--- src/rtl/async_pkg.sv ---
// Shared types and default parameters for the async_seq input front end.
package async_pkg;

  typedef enum logic {
    IDLE   = 1'b0,
    SETTLE = 1'b1
  } seq_state_t;

  localparam int ASYNC_SYNC_STAGES = 2;
  localparam int ASYNC_DEBOUNCE    = 4;
  localparam int ASYNC_SETTLE      = 3;

endpackage

--- src/rtl/sync_debounce.sv ---
// One input channel: flop-chain synchronizer followed by a saturating debounce
// counter measured against the currently committed output value.
module sync_debounce
  import async_pkg::*;
#(
  parameter int SYNC_STAGES = ASYNC_SYNC_STAGES,
  parameter int DEBOUNCE    = ASYNC_DEBOUNCE
) (
  input  logic clk,
  input  logic rst,
  input  logic raw,
  input  logic committed,
  output logic pending
);

  localparam int              CW   = $clog2(DEBOUNCE + 1);
  localparam logic [CW-1:0]   CMAX = CW'(DEBOUNCE);

  logic [SYNC_STAGES-1:0] r_sync;
  logic [CW-1:0]          r_count;
  logic                   r_pending;
  logic                   w_sync;
  logic                   w_differs;

  assign w_sync    = r_sync[SYNC_STAGES-1];
  assign w_differs = (w_sync != committed);
  assign pending   = r_pending;

  // Only r_sync[0] samples the asynchronous raw input.
  always_ff @(posedge clk or posedge rst) begin
    if (rst) begin
      r_sync <= '0;
    end else begin
      r_sync <= {r_sync[SYNC_STAGES-2:0], raw};
    end
  end

  // Pending is registered, and gated by the live comparison so a withdrawn or
  // just-committed change never presents a stale request to the FSM.
  always_ff @(posedge clk or posedge rst) begin
    if (rst) begin
      r_count   <= '0;
      r_pending <= 1'b0;
    end else begin
      if (!w_differs) begin
        r_count <= '0;
      end else if (r_count != CMAX) begin
        r_count <= r_count + CW'(1);
      end
      r_pending <= (r_count == CMAX) && w_differs;
    end
  end

endmodule

--- src/rtl/async_input_sequencer.sv ---
// Front end for async_seq: applies at most one debounced input change at a time,
// then holds off further changes for a settle gap. Channel 1 wins ties.
module async_input_sequencer #(
  parameter int SYNC_STAGES = async_pkg::ASYNC_SYNC_STAGES,
  parameter int DEBOUNCE    = async_pkg::ASYNC_DEBOUNCE,
  parameter int SETTLE      = async_pkg::ASYNC_SETTLE
) (
  input  logic                   clk,
  input  logic                   rst,
  input  logic                   x1_raw,
  input  logic                   x2_raw,
  output logic                   x1,
  output logic                   x2,
  output logic                   busy,
  output logic                   conflict,
  output async_pkg::seq_state_t  dbg_state
);

  import async_pkg::*;

  localparam int            SW    = $clog2(SETTLE + 1);
  localparam logic [SW-1:0] SLOAD = SW'(SETTLE);

  seq_state_t    r_state;
  seq_state_t    w_state_nxt;
  logic [SW-1:0] r_settle;
  logic [SW-1:0] w_settle_nxt;
  logic          r_x1;
  logic          r_x2;
  logic          r_conflict;
  logic          w_x1_nxt;
  logic          w_x2_nxt;
  logic          w_conflict_nxt;
  logic          w_pend1;
  logic          w_pend2;

  sync_debounce #(.SYNC_STAGES(SYNC_STAGES), .DEBOUNCE(DEBOUNCE)) u_ch1 (
    .clk(clk), .rst(rst), .raw(x1_raw), .committed(r_x1), .pending(w_pend1)
  );

  sync_debounce #(.SYNC_STAGES(SYNC_STAGES), .DEBOUNCE(DEBOUNCE)) u_ch2 (
    .clk(clk), .rst(rst), .raw(x2_raw), .committed(r_x2), .pending(w_pend2)
  );

  always_ff @(posedge clk or posedge rst) begin
    if (rst) begin
      r_state    <= async_pkg::IDLE;
      r_settle   <= '0;
      r_x1       <= 1'b0;
      r_x2       <= 1'b0;
      r_conflict <= 1'b0;
    end else begin
      r_state    <= w_state_nxt;
      r_settle   <= w_settle_nxt;
      r_x1       <= w_x1_nxt;
      r_x2       <= w_x2_nxt;
      r_conflict <= w_conflict_nxt;
    end
  end

  always_comb begin
    w_state_nxt    = r_state;
    w_settle_nxt   = r_settle;
    w_x1_nxt       = r_x1;
    w_x2_nxt       = r_x2;
    w_conflict_nxt = 1'b0;
    case (r_state)
      async_pkg::IDLE: begin
        if (w_pend1) begin
          w_x1_nxt       = ~r_x1;
          w_conflict_nxt = w_pend2;
          w_state_nxt    = async_pkg::SETTLE;
          w_settle_nxt   = SLOAD;
        end else if (w_pend2) begin
          w_x2_nxt     = ~r_x2;
          w_state_nxt  = async_pkg::SETTLE;
          w_settle_nxt = SLOAD;
        end
      end
      async_pkg::SETTLE: begin
        // The toggling edge is the first busy cycle, so leave on the count of 1.
        if (r_settle <= SW'(1)) begin
          w_state_nxt  = async_pkg::IDLE;
          w_settle_nxt = '0;
        end else begin
          w_settle_nxt = r_settle - SW'(1);
        end
      end
      default: begin
        w_state_nxt  = async_pkg::IDLE;
        w_settle_nxt = '0;
      end
    endcase
  end

  assign x1        = r_x1;
  assign x2        = r_x2;
  assign conflict  = r_conflict;
  assign busy      = (r_state == async_pkg::SETTLE);
  assign dbg_state = r_state;

endmodule

--- config.mk ---
export PLATFORM = sky130hd
export DESIGN_NAME = async_input_sequencer
export DESIGN_NICKNAME = d
export VERILOG_FILES = /design/src/rtl/async_pkg.sv /design/src/rtl/sync_debounce.sv /design/src/rtl/async_input_sequencer.sv
export SDC_FILE = /design/constraint.sdc
export NUM_CORES = 1
export LEC_CHECK = 0
export CORE_UTILIZATION = 44
export CTS_CLUSTER_SIZE = 20
export DETAILED_ROUTE_END_ITERATION = 7
export PLACE_DENSITY = 0.76
export SKIP_CTS_REPAIR_TIMING = 1
export SLEW_MARGIN = 5
export SYNTH_ARGS = -nofsm -noshare
export SYNTH_HDL_FRONTEND = slang
export SYNTH_SLANG_ARGS = --single-unit
--- constraint.sdc ---
create_clock -name clk -period 3.35 [get_ports clk]
set_input_delay 0.67 -clock clk [delete_from_list [all_inputs] [get_ports clk]]
set_output_delay 0.67 -clock clk [all_outputs]
set_load 0.01 [all_outputs]
==> qor_table.md, run 1 <==
| Result | This run | Unit |
|:---|:---|:---|
| Final setup fails | 0 | - |
| Remaining antenna violation count | 0 | - |
| Max H-tree Level | 1 | - |
| Wirelength per Cell | 12.5 | um |
| Critical path endpoint category | primary output | - |
| Combinational family with the most area after synthesis | simple AND/OR/NAND/NOR gates | - |
| Pin count of the biggest net entering global routing | 19 | - |
| Worst hold path type | reg2reg | - |
| Worst Setup Path Type | reg2out | - |
| Count of routing violations after the opening detailed-route iteration | 6 | - |
| Worst clock skew | 0.00226 | ns |
| Fill cell total of the finished layout | 141 | - |
| Count of buffer and inverter cells on the critical path | 1 | - |
| Top-Level Pins | 9 | - |
| ANT cells | 0 | - |
| Total via count after detailed routing | 499 | - |
| Grt ovf | 0 | - |
| Leading register cell type out of synthesis | dfrtp_1 | - |
| Synth cell count leaders | dfrtp_1 (18), inv_1 (7), a21oi_1 (6) | - |
| CP cell instances | clkdlybuf4s50_1 | - |
| EDFF count, synth | 0 | - |
| Synthesis-to-layout area growth | 15.0 | % |
| Adder-cell share of the synthesized area | 0.0654 | - |
| Remaining max-slew budget at the tightest pin | 0.561 | - |
| Clk sink count | 18 | - |
| Initial Util | 0.491 | - |
| Initial antenna violation count | 0 | - |
| Highest fanout seen on the critical path | 9 | - |
| Cell chosen for the clock root | clkbuf_4 | - |
| Count of input and output buffers | 8 | - |
| Library cell with the highest instance count after synthesis | dfrtp_1 | - |
| Total power | 0.697 | mW |
| Via count of the first global-routing pass | 526 | - |
| Total length of routed wires | 1170 | um |
| Stage delay of the slowest cell on the critical path | 0.59 | ns |
| Final Net Count | 87 | - |
| Required time of the critical path | 2.68 | ns |
| Net count after synthesis | 75 | - |
| Fraction of registers with async set/reset | 1.00 | - |
| Total Negative Setup Slacks | 0 | ns |
| Critical Path AT | 1.37 | ns |
| Global-route wire length before repair | 2270 | um |
| Distinct cell type count after synthesis | 18 | - |
| Area of the mapped netlist | 766 | um2 |
| Slew of the pin with the lowest slew margin | 0.658 | ns |
| # Max-Cap Violations | 0 | - |
| Power Dens Cells | 792 | mW/mm2 |
| Aggregate global-route resource usage | 0.165 | - |
| Post-DR vias/cell | 5.37 | - |
| Layout cell share with drive strength beyond 1 | 0.104 | - |
| Unrepaired setup endpoints after global routing | no | - |
| FF/Latch Area | 450 | um2 |
| Post-route fraction of the period consumed by the critical path | 0.609 | - |
| Fmax achieved | 0.490 | GHz |
| Portion of netlist area occupied by mux cells | 0 | - |
| Sequential cell area fraction in the yosys report | 0.588 | - |
| Synthesized-area fraction occupied by ao, oa, aoi and oai cells | 0.0931 | - |
| Clock tree from TritonCTS | done | - |
| Share of Yosys cell area claimed by the top area cell type | 0.588 | - |
| Synthesized-area fraction occupied by and/or/nand/nor cells | 0.163 | - |
| Yosys reg bits | 18 | - |
| FP Rows | 14 | - |
| Height of the die | 43.7 | um |
| Final slew viol count | 0 | - |
| Gate count of the mapped netlist | 67 | - |
| Number of warning messages in the yosys log | 0 | - |
| Post-layout minimum cycle time | 2.04 | ns |
| Chip width | 43.7 | um |
| CORE AREA | 0.00156 | mm2 |
| Xor/xnor share of the synthesized area | 0.0458 | - |
| Buffer levels on the longest clock path | 2 | - |
| Maximum resistive drop on vdd | 0.463 | mV |
| Last weighted congestion value of the routability-driven placer | 0.701 | - |
| Per-instance average area after synthesis | 11.4 | um2 |
| Total DRC errors in the routed layout | 1 | - |
| Standby leakage power | 0.416 | nW |
| Clock latency on the worst-skew pair | 0.29 | ns |
| Hold Vio Cnt, Final | 0 | - |
| Slowest library cell on the worst path | clkdlybuf4s50_1 | - |
| Violations in the final reports | DRC | - |
| Post-synthesis cell type with the largest combined area | dfrtp_1 | - |
| Detailed-placement wirelength estimate | 872 | um |
| First drt pass iteration count | 6 | - |
| Footprint of the multi-input gates | 282 | um2 |
| TritonCTS Buffers | 3 | - |
| DIE AREA | 0.00191 | mm2 |
| Result of the run | complete, but fails checks | - |
| Biggest area contributors in the synthesized netlist | dfrtp_1 (59%), ha_1 (6.5%), a21oi_1 (3.9%) | - |
| Top delay family on crit path | buffers and inverters | - |
| Type of origin of the critical path | register | - |
| Clock transition at the registers of the reported paths | 0.09 | ns |
layout make-up:
cell class | count | area share
Clock buffer | 3 | 0.0256
Sequential cell | 18 | 0.511
Multi-Input combinational cell | 41 | 0.320
Timing Repair Buffer | 8 | 0.0909
Tap cell | 16 | 0.0227
Inverter | 7 | 0.0298
routing by layer:
layer  track usage  vias up  part of all wire
met5             0        -                 0
met4        0.0563        0            0.0060
met3        0.0500        2             0.038
met2         0.272       11              0.51
met1         0.207      244              0.44
li1              -      242                 -
placed cells by master, fill, tap and decap left out, drive strengths merged, types with 2 or more instances in the layout:
master / count
dfrtp: 18
and3b: 2
xnor2: 3
clkdlybuf4s50: 8
a21oi: 6
ha: 4
inv: 7
clkbuf: 3
nand2: 4
a21o: 2
nand3: 4
nor3: 5
nor2: 5
a21bo: 2
cell families after synthesis:
logic type | after synthesis
xor+xnor | 4
buf+inv | 8
flops | 18
simple gates | 22
compound gates | 11
fa+ha+maj | 4
through the flow:
| stage | hold WS, ns | std cells | area (um2) | setup slack (ns) | util |
|---|---|---|---|---|---|
| final | 0.360 | 93 | 881 | 1.31 | 0.565 |
| after global routing | 0.376 | 93 | 881 | 1.22 | 0.565 |
| after CTS | 0.362 | 93 | 881 | 1.30 | 0.565 |
| after detailed placement | 0.340 | 90 | 858 | 1.63 | 0.551 |
| after global placement | 0.335 | 90 | 858 | 1.66 | 0.551 |
| after floorplan | 0.331 | 67 | 766 | 2.03 | - |
worst paths after layout:
kind	start	end	slack, ns	cells after the start
max reg2reg	u_ch1.r_count[0]$_DFFE_PP0P_	u_ch1.r_count[1]$_DFFE_PP0P_	2.19	4
min reg2reg	u_ch2.r_sync[0]$_DFF_PP0_	u_ch2.r_sync[1]$_DFF_PP0_	0.36	0
min in group asynchronous	rst	u_ch2.pending$_DFF_PP0_	0.77	2
min	u_ch2.r_sync[0]$_DFF_PP0_	u_ch2.r_sync[1]$_DFF_PP0_	0.36	0
max in group asynchronous	rst	r_settle[0]$_DFFE_PP0P_	2.17	2
max	busy$_DFF_PP0_	dbg_state	1.31	1
registers in the layout, indices dropped and copies added (netlist names), 2 cells and up:
signal and flops:
r_settle 2, u_ch1.r_count 3, u_ch1.r_sync 2, u_ch2.r_count 3
u_ch2.r_sync 2
worst reg2reg max path, delay by kind of cell (launching register included):
kind,cells,cell delay (ns)
adder cells (fa/ha/maj),1,0.26
AO/OA/AOI/OAI,2,0.36
flip-flops,1,0.41
buffers and inverters,1,0.06
power by group:
| part | internal (mW) | switching (mW) |
|---|---|---|
| clock network | 0.0418 | 0.0621 |
| registers | 0.275 | 0.0670 |
| logic | 0.137 | 0.114 |
| total | 0.454 | 0.243 |
(Power assumes the default switching activity.)
==> run 2: changes to the inputs <==
--- a/config.mk
+++ b/config.mk
@@ -8,7 +8,7 @@
 export CORE_UTILIZATION = 44
 export CTS_CLUSTER_SIZE = 20
 export DETAILED_ROUTE_END_ITERATION = 7
-export PLACE_DENSITY = 0.76
+export PLACE_DENSITY = 0.79
 export SKIP_CTS_REPAIR_TIMING = 1
 export SLEW_MARGIN = 5
 export SYNTH_ARGS = -nofsm -noshare
==> constraint.sdc (replaced) <==
create_clock -name clk -period 1.8 [get_ports clk]
set_input_delay 0.36 -clock clk [delete_from_list [all_inputs] [get_ports clk]]
set_output_delay 0.36 -clock clk [all_outputs]
set_load 0.01 [all_outputs]
==> run 2 against run 1 <==
Net effect: the run now ends clean; critical endpoint is now busy; critical path depth did not move; hold slack worse by 0.0014 ns; critical path type unchanged; setup slack worse by 1.2 ns.
==> qor_table.md, run 2 (synthesis results as in run 1) <==
| Result | This run | Unit | Delta |
|:---|:---|:---|:---|
| Maximum resistive drop on vdd | 0.660 | mV | +43% |
| CORE AREA | 0.00156 | mm2 | unchanged |
| Pin count of the biggest net entering global routing | 19 | - | unchanged |
| Unrepaired setup endpoints after global routing | no | - |  |
| # Max-Cap Violations | 0 | - | unchanged |
| Fill cell total of the finished layout | 121 | - | -14% |
| Total power | 1.34 | mW | +93% |
| Final setup fails | 0 | - | unchanged |
| Total length of routed wires | 1130 | um | -3.2% |
| Cell chosen for the clock root | clkbuf_4 | - |  |
| Clock tree from TritonCTS | done | - |  |
| Fmax achieved | 0.583 | GHz |  |
| Total Negative Setup Slacks | 0 | ns | unchanged |
| Result of the run | finished clean | - |  |
| Slowest library cell on the worst path | clkdlybuf4s50_1 | - |  |
| Synthesis-to-layout area growth | 17.8 | % |  |
| Destination of the worst register-to-register timing path | u_ch1.r_count[1]$_DFFE_PP0P_ | - |  |
| Aggregate global-route resource usage | 0.155 | - | -0.00999 |
| Power Dens Cells | 1490 | mW/mm2 | +88% |
| Most common cell after layout, fill and taps aside | dfrtp_1 | - |  |
| Via count of the first global-routing pass | 499 | - | -5.1% |
| Hold Vio Cnt, Final | 0 | - | unchanged |
| First drt pass iteration count | 3 | - | -3 |
| Leading registers by flop count | u_ch1.r_count: 3 flops, u_ch2.r_count: 3 flops | - |  |
| Worst hold margin | 0.358 | ns | -0.00144 ns |
| Post-route fraction of the period consumed by the critical path | 0.953 | - |  |
| Max H-tree Level | 1 | - | unchanged |
| Top-Level Pins | 9 | - | unchanged |
| Count of input and output buffers | 8 | - | unchanged |
| Remaining max-slew budget at the tightest pin | 0.722 | - | +0.161 |
| Critical path endpoint category | primary output | - |  |
| Initial Util | 0.491 | - | unchanged |
| Reg2Reg Setup Slack | 0.65 | ns | -1.54 ns |
| Initial antenna violation count | 0 | - | unchanged |
| Last weighted congestion value of the routability-driven placer | 0.704 | - | +0.41% |
| FP Rows | 14 | - | unchanged |
| Stages on the worst setup path | 1 | - | unchanged |
| Layout cell share with drive strength beyond 1 | 0.127 | - | +0.0227 |
| CP cell instances | clkdlybuf4s50_1 | - |  |
| Crit path launch | busy$_DFF_PP0_ | - |  |
| Post-DR vias/cell | 5.25 | - | -2.1% |
| Path depth of the worst reg2reg path | 4 | - | unchanged |
| Layout Utilization | 0.579 | - | +0.0136 |
| Commonest cells after routing, fill and taps aside | dfrtp_1 (18), clkdlybuf4s50_1 (8), inv_1 (7) | - |  |
| Total DRC errors in the routed layout | 0 | - | -1 |
| Required time of the critical path | 1.44 | ns | -1.24 ns |
| Standby leakage power | 0.428 | nW | +2.9% |
| Stage delay of the slowest cell on the critical path | 0.58 | ns | about the same |
| Worst Setup Path Type | reg2out | - |  |
| Final Net Count | 88 | - | +1.1% |
| Top delay family on crit path | buffers and inverters | - |  |
| Clock latency on the worst-skew pair | 0.28 | ns | about the same |
| Remaining antenna violation count | 0 | - | unchanged |
| TritonCTS Buffers | 3 | - | unchanged |
| Chip width | 43.7 | um | unchanged |
| ANT cells | 0 | - | unchanged |
| Total via count after detailed routing | 499 | - | unchanged |
| Count of routing violations after the opening detailed-route iteration | 6 | - | unchanged |
| Height of the die | 43.7 | um | unchanged |
| Count of buffer and inverter cells on the critical path | 1 | - | unchanged |
| Wirelength per Cell | 11.9 | um | -5.2% |
| Clock transition at the registers of the reported paths | 0.09 | ns | about the same |
| Final slew viol count | 0 | - | unchanged |
| Worst hold path type | reg2reg | - |  |
| Worst clock skew | 0.00148 | ns | -0.000777 ns |
| DIE AREA | 0.00191 | mm2 | unchanged |
| Buffer levels on the longest clock path | 2 | - | unchanged |
| Critical Path AT | 1.36 | ns | about the same |
| Clk sink count | 18 | - | unchanged |
| End point of the critical path | busy | - |  |
| Detailed-placement wirelength estimate | 856 | um | -1.8% |
| Grt ovf | 0 | - | unchanged |
| Post-layout minimum cycle time | 1.72 | ns |  |
| Highest fanout seen on the critical path | 9 | - | unchanged |
| Slew of the pin with the lowest slew margin | 0.414 | ns | -0.244 ns |
| Critical register-to-register path startpoint | u_ch1.r_count[0]$_DFFE_PP0P_ | - |  |
| Type of origin of the critical path | register | - |  |
| Global-route wire length before repair | 2060 | um | -9.1% |
## run 2: how the worst min path moves through the flow
| stage | endpoint | slack, ns | depth (start not counted) | startpoint |
|---|---|---|---|---|
| after global placement | u_ch2.r_sync[1]$_DFF_PP0_ | 0.34 | 0 | u_ch2.r_sync[0]$_DFF_PP0_ |
| after CTS | u_ch2.r_sync[1]$_DFF_PP0_ | 0.36 | 0 | u_ch2.r_sync[0]$_DFF_PP0_ |
| after floorplan | busy$_DFF_PP0_ | 0.30 | 1 | rst |
| after global routing | u_ch2.r_sync[1]$_DFF_PP0_ | 0.37 | 0 | u_ch2.r_sync[0]$_DFF_PP0_ |
| after detailed placement | u_ch2.r_sync[1]$_DFF_PP0_ | 0.34 | 0 | u_ch2.r_sync[0]$_DFF_PP0_ |
| final | u_ch2.r_sync[1]$_DFF_PP0_ | 0.36 | 0 | u_ch2.r_sync[0]$_DFF_PP0_ |
## run 2: power by group
group	internal [mW]	switching [mW]	leakage, nW
clock	0.123	0.115	0.0210
combinational	0.256	0.213	0.175
sequential	0.512	0.123	0.232
## run 2: metrics by stage
stage               setup WS (ns)  instances  cell area [um2]
CTS                        0.0681         95              902
global placement            0.424         91              866
global route              0.00527         95              902
detailed placement          0.401         91              866
finish                     0.0848         95              902
floorplan                   0.747         67              766
## run 2: layout make-up
type	instances	area, um2	share of cell area
clock buffers	4	36.3	0.0402
inverters	7	26.3	0.0291
multi-input cells	41	282	0.312
flip-flops and latches	18	450	0.499
well taps	16	20.0	0.0222
repair buffers	9	87.6	0.0971
## run 2: layer usage
metal	GRT usage	part of all wire	routed length (um)
met2	0.245	0.53	594
met5	0	0	0
met3	0.0583	0.035	40
met4	0.0938	0.017	19
met1	0.179	0.42	473
